## src/rtl/alu_issue.sv

```systemverilog
// alu_issue: decode-and-issue stage in front of the 64-bit RV64I ALU.
// Decodes OP, OP-IMM and BRANCH instructions into ALU operands and controls.
// Results are held in a single registered output slot with valid/ready flow control.
// Optional feature macro: ALU_ISSUE_SCOREBOARD_EN enables the 32-entry busy
// scoreboard and the read-after-write stall. Without it, hazard is tied low.
module alu_issue (
  input  logic        clk,
  input  logic        rst,
  input  logic        in_valid,
  input  logic [31:0] in_instr,
  output logic        in_ready,
  output logic [4:0]  rf_raddr1,
  output logic [4:0]  rf_raddr2,
  input  logic [63:0] rf_rdata1,
  input  logic [63:0] rf_rdata2,
  input  logic        wb_valid,
  input  logic [4:0]  wb_rd,
  input  logic        flush,
  output logic        out_valid,
  input  logic        out_ready,
  output logic [63:0] op0,
  output logic [63:0] op1,
  output logic [2:0]  func3,
  output logic [6:0]  func7,
  output logic [5:0]  ctrl,
  output logic [4:0]  out_rd,
  output logic [2:0]  br_cond,
  output logic        illegal,
  output logic [31:0] issue_count
);

  localparam logic [6:0] OpcOp     = 7'b0110011;
  localparam logic [6:0] OpcOpImm  = 7'b0010011;
  localparam logic [6:0] OpcBranch = 7'b1100011;

  logic [6:0]  opcode;
  logic        isOp, isImm, isBr, isIllegal;
  logic        hazard, accept, slotLoad;

  logic [63:0] op0_d, op1_d;
  logic [2:0]  func3_d, brCond_d;
  logic [6:0]  func7_d;
  logic [5:0]  ctrl_d;
  logic [4:0]  outRd_d;

  logic        outValid_q, illegal_q;
  logic [63:0] op0_q, op1_q;
  logic [2:0]  func3_q, brCond_q;
  logic [6:0]  func7_q;
  logic [5:0]  ctrl_q;
  logic [4:0]  outRd_q;
  logic [31:0] issueCount_q;

  assign opcode    = in_instr[6:0];
  assign isOp      = (opcode == OpcOp);
  assign isImm     = (opcode == OpcOpImm);
  assign isBr      = (opcode == OpcBranch);
  assign isIllegal = !(isOp || isImm || isBr);

  assign rf_raddr1 = in_instr[19:15];
  assign rf_raddr2 = in_instr[24:20];

  assign in_ready = (!outValid_q || out_ready) && !hazard && !flush;
  assign accept   = in_valid && in_ready;
  assign slotLoad = accept && !isIllegal;

  // Decode the presented instruction into the values the slot would capture.
  always_comb begin
    op0_d    = rf_rdata1;
    op1_d    = rf_rdata2;
    func3_d  = in_instr[14:12];
    func7_d  = in_instr[31:25];
    ctrl_d   = 6'b000000;
    outRd_d  = in_instr[11:7];
    brCond_d = 3'b000;
    if (isImm) begin
      op1_d   = {{52{in_instr[31]}}, in_instr[31:20]};
      func7_d = 7'b0000000;
      ctrl_d  = 6'b000001;
      if (in_instr[14:12] == 3'b101) begin
        func7_d = in_instr[31:25] & 7'b0111110;
        op1_d   = {58'b0, in_instr[25:20]};
      end else if (in_instr[14:12] == 3'b001) begin
        op1_d   = {58'b0, in_instr[25:20]};
      end
    end else if (isBr) begin
      func3_d  = 3'b000;
      func7_d  = 7'b0000000;
      brCond_d = in_instr[14:12];
      outRd_d  = 5'd0;
      ctrl_d   = 6'b000010;
    end
  end

`ifdef ALU_ISSUE_SCOREBOARD_EN
  logic [31:0] busy_q, busy_d;
  logic        useRs2;

  assign useRs2 = isOp || isBr;
  assign hazard = !isIllegal &&
                  (((rf_raddr1 != 5'd0) && busy_q[rf_raddr1]) ||
                   (useRs2 && (rf_raddr2 != 5'd0) && busy_q[rf_raddr2]));

  // Next busy vector: writeback and flush clear, a fresh issue sets and wins.
  always_comb begin
    busy_d = busy_q;
    if (wb_valid) busy_d[wb_rd] = 1'b0;
    if (flush && outValid_q && (outRd_q != 5'd0)) busy_d[outRd_q] = 1'b0;
    if (slotLoad && (outRd_d != 5'd0)) busy_d[outRd_d] = 1'b1;
    busy_d[0] = 1'b0;
  end

  // Scoreboard register; no bypass, so a clear is visible one cycle later.
  always_ff @(posedge clk) begin
    if (rst) busy_q <= '0;
    else     busy_q <= busy_d;
  end
`else
  logic unusedWb;
  assign hazard   = 1'b0;
  assign unusedWb = ^{wb_valid, wb_rd};
`endif

  // Output slot, illegal pulse and issue counter.
  always_ff @(posedge clk) begin
    if (rst) begin
      outValid_q   <= 1'b0;
      illegal_q    <= 1'b0;
      op0_q        <= '0;
      op1_q        <= '0;
      func3_q      <= '0;
      func7_q      <= '0;
      ctrl_q       <= '0;
      outRd_q      <= '0;
      brCond_q     <= '0;
      issueCount_q <= '0;
    end else begin
      illegal_q <= accept && isIllegal;
      if (flush) begin
        outValid_q <= 1'b0;
      end else if (slotLoad) begin
        outValid_q   <= 1'b1;
        op0_q        <= op0_d;
        op1_q        <= op1_d;
        func3_q      <= func3_d;
        func7_q      <= func7_d;
        ctrl_q       <= ctrl_d;
        outRd_q      <= outRd_d;
        brCond_q     <= brCond_d;
        issueCount_q <= issueCount_q + 32'd1;
      end else if (out_ready) begin
        outValid_q <= 1'b0;
      end
    end
  end

  assign out_valid   = outValid_q;
  assign op0         = op0_q;
  assign op1         = op1_q;
  assign func3       = func3_q;
  assign func7       = func7_q;
  assign ctrl        = ctrl_q;
  assign out_rd      = outRd_q;
  assign br_cond     = brCond_q;
  assign illegal     = illegal_q;
  assign issue_count = issueCount_q;

endmodule

```

## config.mk

```make
export PLATFORM = sky130hd
export DESIGN_NAME = alu_issue
export DESIGN_NICKNAME = d
export VERILOG_FILES = /design/src/rtl/alu_issue.sv
export SDC_FILE = /design/constraint.sdc
export NUM_CORES = 1
export LEC_CHECK = 0
export CAP_MARGIN = 20
export CORE_AREA = 2 2 141 143
export DETAILED_ROUTE_END_ITERATION = 8
export DIE_AREA = 0 0 143 145
export DONT_BUFFER_PORTS = 1
export HOLD_SLACK_MARGIN = 0.12
export SYNTH_ARGS = -nofsm -noshare
export SYNTH_HDL_FRONTEND = slang
export SYNTH_SLANG_ARGS = --single-unit
export TNS_END_PERCENT = 100
```

## constraint.sdc

```tcl
create_clock -name clk -period 1.8 [get_ports clk]
set_input_delay 0 -clock clk [delete_from_list [all_inputs] [get_ports clk]]
set_output_delay 0 -clock clk [all_outputs]
set_load 0.01 [all_outputs]
```

==> results by group <==
Pwr
  • Switching Fraction: between 20% and 30%
  • Power per unit of standard cell area: about 800 nW/um2
  • Internal: between 6 and 7 mW
  • LEAKAGE: between 3 and 4 nW
  • Peak VDD IR: 0.5904 mV
  • Clock Power Share: a little under half
  • Reg power frac: 50.0%
  • Gate power share: roughly 2.7%
  • Psw: 1.821 mW

Clock network
  • Htree depth: 4
  • Clock Latency Late Sink: about 0.43 ns
  • Clock buffer depth: 2
  • # clock sinks: between 150 and 200
  • CTS Buf Count: 17
  • Worst-path clk slew: roughly 0.070 ns
  • Clock tree root driver cell: clkbuf_16
  • CTS tree: done

Timing
  • Fin. Hold Viols: ~180
  • Period Utilization, post-route: 104.1%
  • WHS: -0.3540 ns
  • Final Max Tran Viols: 0
  • RSZ-0062 raised after global routing: true
  • Worst-margin pin slew: roughly 0.65 ns
  • Final setup vio count: between 50 and 60
  • Max frequency: about 0.53 GHz
  • Relative slew slack: a little under three fifths
  • Final min period: roughly 1.9 ns
  • Setup Skew: around 0.011 ns
  • Final WS setup: -0.07412 ns

Global route
  • Vias in the first global route: 5924
  • Largest net degree at the start of global routing: 180
  • Gr usage total: slightly below 20%
  • First-pass GRT wire length: 32.41 mm
  • Total gr overflow: 0
  • Initial antenna violation count: 0

Final layout
  • FF/Latch Area: between 3000 and 4000 um2
  • Post-route insts no fill: between 1000 and 1500
  • Layout cells sized above 1: a little under a third
  • Area taken by multi-input logic gates: about 3800 um2
  • Fill cells: approximately 1700
  • Nets: 1137
  • # diodes: 0
  • P&R area growth vs syn: 44.26%

Synth
  • Top cell type's share of synthesized area: 51.97%
  • Ranking of synthesized cells by area: dfxtp_1 52%, a21oi_1 11%, nand2_1 9.5%
  • Synthesized area: roughly 7000 um2
  • Sequential cell area fraction in the yosys report: roughly half
  • Number of synthesized flops with an enable pin: 0
  • Mapped Cells: 870
  • Post-synth cell types: 41
  • Yosys warns: 0
  • Async SR Flop Fraction: 0%
  • Post-Syn Area per Cell: between 8 and 9 um2
  • Synth Flop Type: dfxtp_1
  • Post-synth top area cell: dfxtp_1
  • Synthesized flop and latch total: 182

Run status
  • Status: finished with violations
  • Violated checks: negative hold slack, negative setup slack

Worst setup path
  • CP Launch Type: flip-flop
  • CP max FO: 8
  • Worst Path Buf+Inv: 5
  • Delay-heaviest family, CP: buffers and inverters
  • Crit path capture type: flip-flop
  • Critical path class: reg2reg
  • CP Data Required Time: around 2.2 ns
  • CP peak stage delay: about 0.32 ns
  • CP Cell Sequence: and2b_2, buf_6, a2111oi_4, buf_6, buf_8, clkbuf_16, clkbuf_16, nand2_2, a21oi_2
  • Crit path DAT: 2.22 ns
  • Slowest CP cell: dfxtp_2

Placement
  • GPL Wtd Cong: between 0.7 and 0.8
  • DP Cell Count: between 1000 and 1500
  • Port-buffer cells: 0
  • Final HPWL DP: 15.14 mm
  • Dpl ws: -0.004584 ns

Floorplan
  • Core ar.: between 15000 and 20000 um2
  • Die ar.: about 21000 um2
  • Initial Util: between 30 and 40%
  • Chip Height: around 150 um
  • Chip width: 143 um
  • Std cell rows: 51
  • IO Pins: approximately 370

Detailed routing
  • Final ANT Viol Nets: 0
  • Avg WL per Cell: 19.82 um
  • Via count: 6627
  • Initial DRT Pass Iterations: 4
  • DR iter-0 viols: around 330
  • DRC: 0
  • Final WL: 24.64 mm
  • Via/cell ratio: approximately 5.3

Hold path
  • Hold/Removal Path Class: in2reg

Flow run
  • Max-cap violations: 0
-- sequential cells by signal, indices dropped and copies added, names as in the netlist --
| signal | flops |
|---|---|
| out_rd | 5 |
| op0 | 64 |
| ctrl | 2 |
| func7 | 7 |
| out_valid | 1 |
| br_cond | 3 |
| illegal | 1 |
| op1 | 64 |
| issue_count | 32 |
| func3 | 3 |
-- per-layer routing --
metal,GRT usage (%),wire (um),vias to the layer above
met2,34.86,12710,296
met5,0,0,-
met4,4.950,308,0
met1,22.88,9573,3151
met3,6.898,2043,27
li1,-,-,3153
-- cells in the final DEF, fill, tap and decap left out, types with 6 or more instances in the layout --
master,count
a21oi_2,59
dlygate4sd3_1,39
nand2_2,9
nor3_1,45
or3_1,15
buf_12,13
dfxtp_1,178
a311oi_1,9
xnor2_1,6
clkbuf_16,30
a21oi_1,90
xor2_1,7
o21ai_0,10
buf_8,8
nor3_2,11
nand2_1,134
nand3_1,17
buf_4,65
nor2_4,8
nand2_4,35
nor2_1,78
nand4_1,14
buf_6,9
-- area by class of cell --
class | instances | share of cell area, %
multi-input combinational | 612 | 37.50
sequential | 182 | 36.13
timing repair buffer | 148 | 16.94
clock buffer | 19 | 4.380
tap | 265 | 3.279
clock inverter | 13 | 1.633
inverter | 4 | 0.1485
-- power by group through the flow --
| stage | Sequential [mW] | Combinational, mW | Clock, mW |
|---|---|---|---|
| global route | 4.05 | 0.232 | 4.08 |
| floorplan | 4.15 | 0.148 | 0 |
| CTS | 4.06 | 0.136 | 3.92 |
| detailed placement | 4.15 | 0.0970 | 0 |
| global placement | 4.15 | 0.0950 | 0 |
| finish | 4.05 | 0.217 | 3.83 |
-- stage by stage --
stage | util [%] | hold WS, ns | setup TNS [ns] | area [um2] | power [mW]
detailed placement | 39.83 | 0.00006862 | -0.007806 | 7650 | 4.247
CTS | 43.94 | -0.3681 | -0.03058 | 8439 | 8.109
global placement | 39.83 | 0.00006862 | 0 | 7650 | 4.245
floorplan | - | 0.04753 | 0 | 7041 | 4.294
global route | 52.65 | -0.3812 | -9.626 | 10110 | 8.368
finish | 52.65 | -0.3540 | -1.931 | 10110 | 8.104
-- logic make-up after synthesis --
family	Yosys count	share of synthesized area [%]
simple gates	400	25.66
compound gates	194	15.22
flops	182	51.97
buf+inv	79	5.283
xor+xnor	13	1.624
fa+ha+maj	1	0.1784
other cells	1	0.05349
-- worst paths after layout --
path               endpoint  cells past startpoint  startpoint  slack, ns
setup / recovery    op0[14]                      9   out_valid      -0.07
setup reg to reg    op0[14]                      9   out_valid      -0.07
hold / removal    out_valid                      1       flush      -0.35
hold reg to reg      op0[3]                      2      op0[3]       0.51
-- synth_stat cells (11+ instances only) --
master	number
dfxtp_1	182
nand2_1	178
a21oi_1	149
nor2_1	88
nor3_1	55
clkbuf_1	35
nand3_1	22
buf_2	17
o21ai_0	17
or3_1	17
buf_4	14
nand4_1	14
a311oi_1	11
-- worst register-to-register path: cells and delay by family (launching register included) --
| family | cells | cell delay, ns |
|---|---|---|
| flops | 1 | 0.32 |
| buf+inv | 5 | 0.79 |
| simple gates | 2 | 0.30 |
| compound gates | 2 | 0.38 |
-- timing repair --
item	CTS	global route
hold buffers	15	24
hold endpoints to repair	193	183
gates resized for setup	1	232
endpoints found under the setup margin	3	90
cloned	0	18
setup buffers	4	21
pin swaps	0	120
Power figures use the tool's default switching activity.
